File: src/rtl/cell_blit_scheduler.sv
// Two-requester character-cell blitter: round-robin grant, then a walk over the
// cell's pixels reading a 1-bit glyph ROM and issuing one framebuffer write per cycle.
module cell_blit_scheduler #(
  parameter int unsigned CELL_W   = 10,
  parameter int unsigned CELL_H   = 10,
  parameter int unsigned SCREEN_W = 640,
  parameter int unsigned ADDR_W   = 19,
  parameter int unsigned GLYPH_W  = 7
) (
  input  logic               clk,
  input  logic               reset,
  input  logic               req_a_valid,
  input  logic [5:0]         req_a_x,
  input  logic [5:0]         req_a_y,
  input  logic [GLYPH_W-1:0] req_a_glyph,
  output logic               req_a_ready,
  input  logic               req_b_valid,
  input  logic [5:0]         req_b_x,
  input  logic [5:0]         req_b_y,
  input  logic [GLYPH_W-1:0] req_b_glyph,
  output logic               req_b_ready,
  output logic [13:0]        rom_addr,
  input  logic               rom_data,
  output logic [ADDR_W-1:0]  fb_addr,
  output logic               fb_data,
  output logic               fb_we,
  output logic               busy,
  output logic               done,
  output logic               err
);

  localparam logic [5:0]        MAX_Y      = 6'd47;
  localparam logic [ADDR_W-1:0] ROW_STRIDE = ADDR_W'(SCREEN_W * CELL_H);
  localparam logic [ADDR_W-1:0] CELL_STEP  = ADDR_W'(CELL_W);
  localparam logic [ADDR_W-1:0] ROW_WRAP   = ADDR_W'(SCREEN_W - CELL_W + 1);
  localparam logic [13:0]       GLYPH_SIZE = 14'(CELL_W * CELL_H);
  localparam logic [3:0]        LAST_COL   = 4'(CELL_W - 1);
  localparam logic [3:0]        LAST_ROW   = 4'(CELL_H - 1);

  typedef enum logic [1:0] {S_IDLE, S_BASE, S_RUN, S_DRAIN} state_t;

  state_t             state_q, state_d;
  logic               prio_a_q, prio_a_d;   // 1: A wins when both are valid
  logic [5:0]         x_q, y_q;
  logic [GLYPH_W-1:0] glyph_q;
  logic [3:0]         row_q, col_q;
  logic [ADDR_W-1:0]  pix_q, fb_addr_q;
  logic [13:0]        rom_q;
  logic               fb_we_q, err_q;

  logic               idle, grant_a, grant_b, accept, req_ok, last_pix;
  logic [5:0]         sel_x, sel_y;
  logic [GLYPH_W-1:0] sel_glyph;

  assign sel_x     = grant_a ? req_a_x : req_b_x;
  assign sel_y     = grant_a ? req_a_y : req_b_y;
  assign sel_glyph = grant_a ? req_a_glyph : req_b_glyph;
  assign accept    = grant_a | grant_b;
  assign req_ok    = (sel_x != 6'd0) && (sel_y != 6'd0) && (sel_y <= MAX_Y);
  assign last_pix  = (row_q == LAST_ROW) && (col_q == LAST_COL);

  // State and round-robin pointer registers
  always_ff @(posedge clk) begin
    if (reset) begin
      state_q  <= S_IDLE;
      prio_a_q <= 1'b1;
    end else begin
      state_q  <= state_d;
      prio_a_q <= prio_a_d;
    end
  end

  // Next-state and pointer update; invalid requests are consumed without leaving IDLE
  always_comb begin
    state_d  = state_q;
    prio_a_d = prio_a_q;
    if (grant_a) prio_a_d = 1'b0;
    else if (grant_b) prio_a_d = 1'b1;
    case (state_q)
      S_IDLE:  if (accept && req_ok) state_d = S_BASE;
      S_BASE:  state_d = S_RUN;
      S_RUN:   if (last_pix) state_d = S_DRAIN;
      S_DRAIN: state_d = S_IDLE;
      default: state_d = S_IDLE;
    endcase
  end

  // Handshake and status outputs decoded from the current state
  always_comb begin
    idle        = (state_q == S_IDLE);
    grant_a     = idle && req_a_valid && (!req_b_valid || prio_a_q);
    grant_b     = idle && req_b_valid && (!req_a_valid || !prio_a_q);
    req_a_ready = grant_a;
    req_b_ready = grant_b;
    busy        = !idle;
    done        = (state_q == S_DRAIN);
  end

  // Request latch, pixel walk and registered write stage (one cycle behind the ROM address)
  always_ff @(posedge clk) begin
    if (reset) begin
      x_q       <= '0;
      y_q       <= '0;
      glyph_q   <= '0;
      row_q     <= '0;
      col_q     <= '0;
      pix_q     <= '0;
      rom_q     <= '0;
      fb_addr_q <= '0;
      fb_we_q   <= 1'b0;
      err_q     <= 1'b0;
    end else begin
      fb_we_q <= (state_q == S_RUN);
      err_q   <= accept && !req_ok;
      if (state_q == S_RUN) fb_addr_q <= pix_q;
      case (state_q)
        S_IDLE: begin
          if (accept) begin
            x_q     <= sel_x;
            y_q     <= sel_y;
            glyph_q <= sel_glyph;
          end
        end
        S_BASE: begin
          pix_q <= ADDR_W'(y_q) * ROW_STRIDE + ADDR_W'(x_q) * CELL_STEP;
          rom_q <= 14'(glyph_q) * GLYPH_SIZE;
          row_q <= '0;
          col_q <= '0;
        end
        S_RUN: begin
          // Hold on the final pixel so rom_addr never passes the glyph's last entry
          if (!last_pix) begin
            rom_q <= rom_q + 14'd1;
            if (col_q == LAST_COL) begin
              col_q <= '0;
              row_q <= row_q + 4'd1;
              pix_q <= pix_q + ROW_WRAP;
            end else begin
              col_q <= col_q + 4'd1;
              pix_q <= pix_q + {{(ADDR_W-1){1'b0}}, 1'b1};
            end
          end
        end
        default: ;
      endcase
    end
  end

  assign rom_addr = rom_q;
  assign fb_addr  = fb_addr_q;
  assign fb_we    = fb_we_q;
  assign fb_data  = fb_we_q & rom_data;
  assign err      = err_q;

endmodule

File: config.mk
export PLATFORM = sky130hd
export DESIGN_NAME = cell_blit_scheduler
export DESIGN_NICKNAME = d
export VERILOG_FILES = /design/src/rtl/cell_blit_scheduler.sv
export SDC_FILE = /design/constraint.sdc
export NUM_CORES = 1
export LEC_CHECK = 0
export BUFFER_PORTS_ARGS = -buffer_cell sky130_fd_sc_hd__buf_2
export CORE_MARGIN = 10
export CORE_UTILIZATION = 38
export CTS_CLUSTER_SIZE = 24
export DETAILED_ROUTE_END_ITERATION = 10
export PLACE_DENSITY = 0.66
export SYNTH_ARGS = -nofsm -noshare
export SYNTH_HDL_FRONTEND = slang
export SYNTH_SLANG_ARGS = --single-unit
File: constraint.sdc
create_clock -name clk -period 3.7 [get_ports clk]
set_input_delay 0.185 -clock clk [delete_from_list [all_inputs] [get_ports clk]]
set_output_delay 0.185 -clock clk [all_outputs]
set_load 0.05 [all_outputs]
=== After elaboration in Yosys (flattened, before gate mapping) ===
Cells that the tools add are included.

* Reduce and logical (&&, ||, !) cells: 25
* Eq/ne operators: 9
* Shift-type cells: 0
* Order comparisons: 1
* $add $sub $neg: 6
* Divide/modulo/power cells: 0
* Bitwise operators: 2
* Muxes and demuxes: 19
* Multiply operators: 3

{| class="wikitable"
|+ Operators by type and width
! kind !! count
|-
| $mux 19 || 2
|-
| $pmux 19 s2 || 1
|-
| $pmux 14 s2 || 1
|-
| $add 19x1->19 const B || 1
|-
| $add 19x10->19 || 1
|-
| $add 19x10->19 const B || 1
|-
| $mux 4 || 4
|-
| $pmux 4 s2 || 2
|-
| $add 14x1->14 const B || 1
|-
| $mux 14 || 1
|-
| $mul 7x5->12 const B || 1
|-
| $mux 6 || 2
|-
| $reduce_bool 6->1 || 2
|-
| $mul 6x5->11 const B || 1
|-
| $logic_and 1x1->1 || 9
|-
| $mul 6x3->9 const B || 1
|-
| $add 4x1->4 const B || 2
|-
| $eq 4x4->1 const B || 2
|-
| $pmux 2 s4 || 1
|-
| $mux 7 || 1
|-
| $le 6x6->1 const B || 1
|-
| $ne 2x2->1 const B || 3
|-
| $reduce_and 2->1 || 3
|-
| $logic_not 1->1 || 5
|-
| 11 further kinds || 16
|}

* Latch bits: 0
* Output and inout port bits: 40
* Memory bits (writable): 0
* Bits in read-only memories: 0
* Bits in registers: 84
* Memories kept: 0

=== Longest topological paths before layout ===
Gate-level depths: netlist of run 1.

* Word-level depth: 10
* Gate-level depth with buffers: 15
* Mapped depth without buffers: 15

=== Worst setup path before layout of run 1 ===
Ideal clock, no wire load.

* Path type: reg2reg
* Start: reg x_q[1]
* End: reg pix_q[18]
* Arrival time: 3.460 ns
* Data required time: 3.575 ns
* Clock period less this slack: 3.585 ns
* Stages on the path, launching flop included: 16
* Buffers on the path: 0
* Library setup time: 0.125 ns
* Setup slack: 0.115 ns
* Cell sequence: dfxtp_1 -> ha_1 -> ha_1 -> fa_1 -> a21o_1 -> a21oi_1 -> xnor2_1 -> ha_1 -> inv_1 -> fa_1 -> nand2b_1 -> or4_1 -> a211oi_2 -> and3_1 -> or4_1 -> nand3_1

* Longest elaborated chain between the ends: 3

{| class="wikitable"
|+ Ends and longest elaborated chain
! item !! line !! text
|-
| start: declaration || 44 || <nowiki>logic [5:0] x_q, y_q;</nowiki>
|-
| start signal: assignment || 119 || <nowiki>x_q <= sel_x;</nowiki>
|-
| $mul 6x3->9 || 125 || <nowiki>pix_q <= ADDR_W'(y_q) * ROW_STRIDE + ADDR_W'(x_q) * CELL_STEP;</nowiki>
|-
| $add 19x10->19 || 125 ||
|-
| $pmux 19 s2 || 116 || <nowiki>case (state_q)</nowiki>
|-
| end signal: assignment || 125 ||
|-
| end signal: assignment || 137 || <nowiki>pix_q <= pix_q + ROW_WRAP;</nowiki>
|-
| end signal: assignment || 140 || <nowiki>pix_q <= pix_q + {{(ADDR_W-1){1'b0}}, 1'b1};</nowiki>
|-
| end: declaration || 47 || <nowiki>logic [ADDR_W-1:0] pix_q, fb_addr_q;</nowiki>
|}

No other way between the ends.
A chain may end at the register's enable or synchronous reset.

=== Final worst setup path of run 1 ===
* Start: reg x_q[3]
* End: reg pix_q[18]

Same word-level chain as after synthesis.

==> results.sh, run 1 <==
export IMPL_status="complete, no violations"
export IMPL_drive_gt1_frac=0.1957
export IMPL_grt_antenna_before_repair=0
export IMPL_ant_nets=0
export IMPL_start_util=0.3867
export IMPL_power_density_nw_per_um2=782.3
export IMPL_crit_path_max_fanout=3
export IMPL_crit_type="reg2reg"
export IMPL_finClkSkew_ns=0.007478
export IMPL_crit_arrival_ns=3.81
export IMPL_total_power_w=0.005320
export IMPL_worstPathCellList="ha_1 -> ha_2 -> fa_2 -> a21o_1 -> a21oi_2 -> xnor2_1 -> ha_2 -> inv_1 -> fa_2 -> nand2b_1 -> or4_4 -> a211oi_4 -> and3_1 -> or4_1 -> nand3_1"
export IMPL_synth_seq_cells=84
export IMPL_io_buffer_count=82
export IMPL_min_path_type="in2reg"
export IMPL_cp_slowest_cell="or4_4"
export IMPL_core_area_um2=15200
export IMPL_async_reset_ff_frac=0
export IMPL_clkLatencyLatePin_ns=0.35
export IMPL_drv_cap=0
export IMPL_min_period_ns=3.578
export IMPL_num_fill_cells=1515
export IMPL_synth_cells=661
export IMPL_die_area_um2=20850
export IMPL_tightestPinTransition_ns=0.6839
export IMPL_finalSetupViolCount=0
export IMPL_vias=5075
export IMPL_ioPinCount=83
export IMPL_synth_common_cells="84 x dfxtp_1, 75 x nor2_1, 74 x ha_1, 43 x mux2i_1, 41 x nand2_1"
export IMPL_finalNetCount=859
export IMPL_slowest_delay_ns=0.50
export IMPL_wire_per_inst_um=15.99
export IMPL_synth_ff_type="dfxtp_1"
export IMPL_cp_start_kind="register"
export IMPL_synth_edf_count=0
export IMPL_post_drt_via_cell_ratio=5.463
export IMPL_swShare=0.4821
export IMPL_hold_viol=0
export IMPL_grt_pass1_wl_mm=24.66
export IMPL_grt_max_degree=39
export IMPL_drt_iter0_drc=241
export IMPL_p_int_w=0.002755
export IMPL_drt_pass1_iterations=6
export IMPL_seqPwrFrac=0.273
export IMPL_combPwrFrac=0.567
export IMPL_clk_pin_slew_ns=0.06
export IMPL_final_setup_tns_ns=0
export IMPL_synth_top_area_frac=0.2860
export IMPL_syn_to_final_growth_pct=15.66
export IMPL_die_w_um=144.4
export IMPL_ys_seq_area_frac=0.2860
export IMPL_cts_path_max_buffers=2
export IMPL_synth_fp_nets=784
export IMPL_cts_sinks=84
export IMPL_netlist_area_um2=5879
export IMPL_die_height_um=144.4
export IMPL_cp_end_kind="register"
export IMPL_synth_area_leader_cell="dfxtp_1"
export IMPL_maxSlewHeadroom=0.5440
export IMPL_num_antenna_cells=0
export IMPL_cts_tree="built"
export IMPL_fmax_mhz=279.5
export IMPL_yosys_warnings=0
export IMPL_htreeDepth=3
export IMPL_grt_overflow_total=0
export IMPL_synth_most_common_cell="dfxtp_1"
export IMPL_vdd_ir_drop_max_v=0.0004803
export IMPL_avgSynthCellArea_um2=8.895
export IMPL_totalWireLength_mm=14.86
export IMPL_dp_hpwl_mm=11.24
export IMPL_cts_made_buffers=9
export IMPL_post_route_period_util=0.9669
export IMPL_synth_cell_types=80
export IMPL_clkPwrFrac=0.159
export IMPL_grt_pass1_vias=4883
export IMPL_drc=0
export IMPL_slew_violations=0
export IMPL_synth_area_leaders="dfxtp_1 29%, ha_1 16%, mux2i_1 7.3%, nor2_1 4.8%, a211oi_1 3.7%"
export IMPL_power_switching_w=0.002565
export IMPL_cp_required_ns=3.93
export IMPL_p_leak_nw=3.093
export IMPL_rows=45
export IMPL_place_congestion=0.8600
export IMPL_ctsRootBufferMaster="clkbuf_16"
export IMPL_gr_usage_all_layers=0.1456
state kept, by name (all words and copies together) (netlist names), 4 cells and up:
signal and count:
x_q 6, y_q 6, glyph_q 7, rom_addr 14, pix_q 19, fb_addr 19, col_q 4, row_q 4
cell type report:
type                            instances  area (um2)  share of cell area
Sequential cell                        84        1682              0.2473
Multi-Input combinational cell        518        3989              0.5866
Clock inverter                          7       50.05            0.007360
Inverter                               27       103.9             0.01527
Tap cell                              188       235.2             0.03459
Clock buffer                            9       225.2             0.03312
Timing Repair Buffer                   96       515.5             0.07580
per-layer routing:
| metal | wire (um) | GRT usage |
|---|---|---|
| met5 | 0 | 0 |
| met2 | 6372 | 0.2126 |
| met4 | 191 | 0.04521 |
| met3 | 1014 | 0.04067 |
| met1 | 7281 | 0.2020 |
worst max-delay path: cells and delay by family (launching register included):
family / cells / cell delay, ns
fa+ha+maj: 5 / 1.38
xor+xnor: 1 / 0.13
compound gates: 3 / 0.51
buf+inv: 1 / 0.06
flops: 1 / 0.32
simple gates: 5 / 1.04
path summary, 6_finish.rpt:
path                   from           to  slack (ns)  cells after the start
max                  x_q[3]    pix_q[18]        0.12                     15
min          req_b_glyph[5]   glyph_q[5]        0.12                      3
max reg2reg          x_q[3]    pix_q[18]        0.12                     15
min reg2reg     fb_addr[16]  fb_addr[16]        0.47                      2
placed cells by master, fill, tap and decap left out, types with 4 or more instances in the layout:
cell type	count
nor2_1	74
a31oi_1	7
ha_1	71
o22ai_1	8
nor4_1	6
buf_2	82
a21o_1	8
nor3_1	11
nand2_1	41
nand4_1	8
or4_1	6
a211oi_1	29
a22oi_1	11
xnor2_1	9
mux2i_1	43
nand2b_1	4
buf_4	14
a21oi_2	4
inv_1	25
a222oi_1	4
clkbuf_16	9
a21oi_1	31
dfxtp_1	84
o21ai_1	5
nor2b_1	5
xor2_1	17
fa_1	4
o211ai_1	7
nand3_1	14
and3_1	6
o21ai_0	12
metrics by stage:
stage	instances	util	hold WS, ns	area, um2	setup slack (ns)
final	929	0.4473	0.1237	6800	0.1223
after global routing	929	0.4473	0.1412	6800	-0.04245
after CTS	927	0.4454	0.1132	6771	0.02458
after detailed placement	911	0.4266	0.4622	6485	-0.04941
after global placement	911	0.4266	0.4485	6485	0.03614
after floorplan	661	-	0.3547	5879	0.1151
cells by family after synthesis:
group / Yosys count / share of synthesized area
mux: 46 / 0.07895
flops: 84 / 0.2860
simple gates: 206 / 0.1839
buf+inv: 59 / 0.04128
fa+ha+maj: 80 / 0.1779
compound gates: 160 / 0.1932
xor+xnor: 26 / 0.03873
power by group through the flow:
stage	combinational, W	clock, W	sequential [W]
floorplan	0.00210	0	0.00159
global placement	0.00294	0	0.00146
detailed placement	0.00296	0	0.00147
CTS	0.00300	0.000869	0.00145
global route	0.00338	0.000905	0.00149
finish	0.00302	0.000848	0.00145
what timing repair did:
action,4_1_cts,5_1_grt
setup buffers,0,2
hold buffers,0,0
pin swaps,2,7
gates resized for setup,4,3
setup endpoints to repair,1,2
Note: power is estimated with default switching activity, not from simulation.
==> run 2: changes to the inputs <==
Settings changed: BUFFER_PORTS_ARGS -buffer_cell sky130_fd_sc_hd__buf_2 to -buffer_cell sky130_fd_sc_hd__clkbuf_2.
==> run 2 against run 1 <==
  * Core utilization is 0.53 points higher
  * Global-route usage is 0.44 points lower
  * Sequential power hardly changed
  * Die area stayed put
  * Critical path depth stayed put
  * Non-clock buffer count is 1 lower
  * Wire length is 1.4% lower
  * Sequential cell count stayed put
  * Register-to-register slack better by 0.03 ns
  * Via count is 0.12% lower
  * Largest power group unchanged
==> results.sh, run 2 (synthesis gave the netlist of run 1 again) <==
export IMPL_critPathTopFamily="adder cells"
export IMPL_status="complete, no violations"
export IMPL_tightestPinTransition_ns=0.7806
export IMPL_ctsHoldBuffers=0
export IMPL_die_w_um=144.4
export IMPL_grt_max_degree=51
export IMPL_finalSetupViolCount=0
export IMPL_ctsRootBufferMaster="clkbuf_16"
export IMPL_place_congestion=0.8709
export IMPL_drive_gt1_frac=0.1959
export IMPL_clkLatencyLatePin_ns=0.36
export IMPL_r2r_end="pix_q[18]"
export IMPL_hp_start="req_b_glyph[5]"
export IMPL_die_area_um2=20850
export IMPL_cts_path_max_buffers=2
export IMPL_ant_nets=0
export IMPL_hold_viol=0
export IMPL_syn_to_final_growth_pct=17.02
export IMPL_cp_slowest_cell="or4_4"
export IMPL_crit_path_max_fanout=3
export IMPL_critical_path_buf_inv_count=1
export IMPL_hold_end="glyph_q[5]"
export IMPL_clk_pin_slew_ns=0.07
export IMPL_core_area_um2=15200
export IMPL_final_cell_mix="84 x dfxtp_1, 82 x clkbuf_2, 74 x nor2_1"
export IMPL_finClkSkew_ns=0.01017
export IMPL_post_drt_via_cell_ratio=5.462
export IMPL_crit_type="reg2reg"
export IMPL_fmax_mhz=281.5
export IMPL_grt_overflow_total=0
export IMPL_utilization=0.4526
export IMPL_dp_hpwl_mm=11.12
export IMPL_grt_pass1_wl_mm=23.80
export IMPL_power_density_nw_per_um2=808.4
export IMPL_wire_per_inst_um=15.79
export IMPL_crit_arrival_ns=3.79
export IMPL_cp_end_kind="register"
export IMPL_post_route_period_util=0.9601
export IMPL_ioPinCount=83
export IMPL_hold_path_cell_count=3
export IMPL_slew_violations=0
export IMPL_cts_sinks=84
export IMPL_num_fill_cells=1503
export IMPL_drv_cap=0
export IMPL_drt_iter0_drc=265
export IMPL_min_period_ns=3.552
export IMPL_drc=0
export IMPL_cp_start_kind="register"
export IMPL_cts_tree="built"
export IMPL_rows=45
export IMPL_num_antenna_cells=0
export IMPL_worstPathCellList="ha_1 -> ha_2 -> fa_2 -> a21o_1 -> a21oi_2 -> xnor2_1 -> ha_2 -> inv_1 -> fa_2 -> nand2b_4 -> or4_4 -> a211oi_4 -> and3_1 -> or4_1 -> nand3_1"
export IMPL_gr_usage_all_layers=0.1412
export IMPL_maxSlewHeadroom=0.4785
export IMPL_placed_area_um2=6485
export IMPL_cts_made_buffers=9
export IMPL_htreeDepth=3
export IMPL_die_height_um=144.4
export IMPL_r2r_slack_ns=0.15
export IMPL_seq_area_um2=1682
export IMPL_rr_worst_depth=15
export IMPL_design_area_um2=6880
export IMPL_cp_required_ns=3.94
export IMPL_multiInputGateArea_um2=3996
export IMPL_vias=5069
export IMPL_totalWireLength_mm=14.65
export IMPL_grt_antenna_before_repair=0
export IMPL_vdd_ir_drop_max_v=0.0005196
export IMPL_final_common_cell="dfxtp_1"
export IMPL_min_path_type="in2reg"
export IMPL_path_depth=15
export IMPL_drt_pass1_iterations=5
export IMPL_start_util=0.3867
export IMPL_grt_pass1_vias=4647
export IMPL_hold_ws_ns=0.09553
export IMPL_io_buffer_count=82
export IMPL_slowest_delay_ns=0.53
export IMPL_finalNetCount=858
export IMPL_p_leak_nw=3.120
export IMPL_r2r_start="x_q[1]"
## run 2: changes by cell type in the layout (fill, tap and decap cells not counted), sizes merged
cell      delta
buf         -83
bufinv       +3
clkinvlp     -3
clkbuf      +83
clkinv       -2
inv          +1
## run 2: final cells by class
type	count	area share
Timing Repair Buffer	95	0.07383
Clock buffer	10	0.03473
Tap cell	188	0.03419
Sequential cell	84	0.2444
Clock inverter	6	0.01691
Inverter	27	0.01509
Multi-Input combinational cell	518	0.5808
## run 2: worst max-delay path by stage
stage | start | to | slack [ns]
floorplan | x_q[1] | pix_q[18] | 0.12
detailed placement | x_q[1] | pix_q[18] | -0.03
CTS | x_q[1] | pix_q[18] | 0.03
finish | x_q[1] | pix_q[18] | 0.15
global placement | x_q[1] | pix_q[18] | 0.03
global route | x_q[3] | pix_q[18] | -0.005
## run 2: report_power, final
group          total [W]  leakage [nW]  internal (W)  switching (W)
clock network    0.00108         0.174      0.000685       0.000394
registers        0.00146         0.686       0.00114       0.000317
logic            0.00303          2.26       0.00116        0.00187
total            0.00556          3.12       0.00298        0.00258
## run 2: worst min-delay path, cell delays in order
cell,delay (ns)
clkbuf_2,0.08
a222oi_1,0.07
nor2_1,0.08
## run 2: metrics by stage
stage,TNS (ns),instances,total power [W],worst slack (ns)
2_1_floorplan,0,661,0.003691,0.1151
3_3_place_gp,0,911,0.004408,0.02984
3_5_place_dp,-0.03059,911,0.004433,-0.03059
4_1_cts,0,927,0.005547,0.02673
5_1_grt,-0.005100,928,0.006001,-0.005100
6_report,0,928,0.005562,0.1477
## run 2: timing repair
action,CTS,global route
setup buffers,0,1
resized for setup,4,4
pin swaps,2,2
gates cloned,0,0
setup endpoints to repair,1,2
## run 2: routing by layer
metal  vias to the layer above  global-route usage  routed length (um)  share of wire
li1                       2608                   -                   -              -
met1                      2298              0.2007                7334           0.50
met2                       146              0.1996                6111           0.42
met3                        17             0.04165                1012          0.069
met4                         0             0.04202                 195          0.013
met5                         -                   0                   0              0
==> run 3: changes to the inputs <==
Settings changed: REMOVE_ABC_BUFFERS set to 1.
==> run 3 against run 2 <==
  * Clock power decreased by 14%
  * Sequential cell count unchanged
  * Register-to-register slack better by 0.04 ns
  * Largest cell class unchanged
  * Largest power group unchanged
==> results.sh, run 3 (synthesis gave the netlist of run 1 again) <==
export IMPL_cp_required_ns=3.93
export IMPL_io_buffer_count=82
export IMPL_die_w_um=144.4
export IMPL_slew_violations=0
export IMPL_clk_pin_slew_ns=0.06
export IMPL_status="complete, no violations"
export IMPL_ctsRootBufferMaster="clkbuf_16"
export IMPL_wire_per_inst_um=15.29
export IMPL_p_leak_nw=3.102
export IMPL_drive_gt1_frac=0.1957
export IMPL_num_fill_cells=1496
export IMPL_grt_pass1_wl_mm=23.62
export IMPL_multiInputGateArea_um2=3989
export IMPL_placed_area_um2=6505
export IMPL_crit_type="reg2reg"
export IMPL_clkLatencyLatePin_ns=0.35
export IMPL_grt_max_degree=46
export IMPL_drc=0
export IMPL_htreeDepth=3
export IMPL_cp_start_kind="register"
export IMPL_maxSlewHeadroom=0.4503
export IMPL_total_power_w=0.005376
export IMPL_grt_overflow_total=0
export IMPL_post_route_period_util=0.9500
export IMPL_utilization=0.4500
export IMPL_cts_tree="built"
export IMPL_final_common_cell="dfxtp_1"
export IMPL_final_setup_tns_ns=0
export IMPL_rsz0062_at_grt="no"
export IMPL_grt_pass1_vias=4738
export IMPL_dp_cells=912
export IMPL_fmax_mhz=284.5
export IMPL_start_util=0.3867
export IMPL_ioPinCount=83
export IMPL_seq_area_um2=1682
export IMPL_vias=5108
export IMPL_tightestPinTransition_ns=0.8228
export IMPL_crit_arrival_ns=3.75
export IMPL_rows=45
export IMPL_num_antenna_cells=0
export IMPL_min_period_ns=3.515
export IMPL_gr_usage_all_layers=0.1384
export IMPL_ctsHoldBuffers=0
export IMPL_syn_to_final_growth_pct=16.37
export IMPL_power_density_nw_per_um2=785.8
export IMPL_dp_hpwl_mm=10.73
export IMPL_hold_viol=0
export IMPL_totalWireLength_mm=14.21
export IMPL_min_path_type="in2reg"
export IMPL_place_congestion=0.8604
export IMPL_finClkSkew_ns=0.005956
export IMPL_die_height_um=144.4
export IMPL_design_area_um2=6842
export IMPL_post_drt_via_cell_ratio=5.498
export IMPL_cts_made_buffers=9
export IMPL_cts_sinks=84
export IMPL_drt_iter0_drc=327
export IMPL_finalSetupViolCount=0
export IMPL_finalNetCount=859
export IMPL_vdd_ir_drop_max_v=0.0005673
export IMPL_cp_end_kind="register"
export IMPL_cts_path_max_buffers=2
export IMPL_ant_nets=0
export IMPL_grt_antenna_before_repair=0
export IMPL_final_cell_mix="84 x dfxtp_1, 82 x clkbuf_2, 74 x nor2_1"
export IMPL_crit_path_max_fanout=3
export IMPL_core_area_um2=15200
export IMPL_drv_cap=0
export IMPL_drt_pass1_iterations=5
export IMPL_layoutNonFillerInstCount=929
export IMPL_die_area_um2=20850
[run 3: layer usage]
layer	track usage	routed length (um)	up-vias
li1	-	-	2605
met1	0.1941	6993	2351
met2	0.1991	6208	136
met3	0.03673	814	16
met4	0.04681	191	0
met5	0	0	-
[run 3: worst paths after layout]
| check | startpoint | endpoint | slack (ns) | cells past startpoint |
|---|---|---|---|---|
| max | x_q[1] | pix_q[18] | 0.19 | 15 |
| min | req_b_glyph[5] | glyph_q[5] | 0.11 | 3 |
| max reg2reg | x_q[1] | pix_q[18] | 0.19 | 15 |
| min reg2reg | fb_addr[18] | fb_addr[18] | 0.47 | 2 |
[run 3: critical path: stages (launching register included)]
cell,delay (ns)
dfxtp_1,0.31
ha_1,0.29
ha_2,0.18
fa_2,0.33
a21o_1,0.17
a21oi_2,0.13
xnor2_1,0.14
ha_2,0.20
inv_1,0.05
fa_2,0.36
nand2b_4,0.15
or4_1,0.51
a211oi_2,0.20
and3_1,0.20
or4_1,0.10
nand3_1,0.06
[run 3: area by class of cell]
class                   count  share of cell area
multi-input cells         518              0.5830
flip-flops and latches     84              0.2458
repair buffers             96             0.07718
clock buffers              12             0.03749
well taps                 188             0.03438
inverters                  27             0.01518
clock inverters             4            0.006950
[run 3: repair_timing]
item | CTS | global route
pin swaps | 4 | 7
endpoints found under the setup margin | 2 | 2
resized for setup | 3 | 4
buffers inserted | 0 | 1
[run 3: stage by stage]
| step | setup slack (ns) | hold slack [ns] |
|---|---|---|
| after floorplan | -0.1842 | 0.2529 |
| after global placement | 0.05560 | 0.4534 |
| after detailed placement | -0.006214 | 0.4581 |
| after CTS | 0.009681 | 0.1014 |
| after global routing | 0.01218 | 0.1521 |
| final | 0.1852 | 0.1052 |
[run 3: where the power goes]
group | switching (W) | leakage (nW) | internal, W | total [W]
Sequential | 0.000304 | 0.686 | 0.00114 | 0.00144
Combinational | 0.00183 | 2.27 | 0.00117 | 0.00300
Clock | 0.000373 | 0.149 | 0.000558 | 0.000931
Total | 0.00251 | 3.10 | 0.00286 | 0.00538
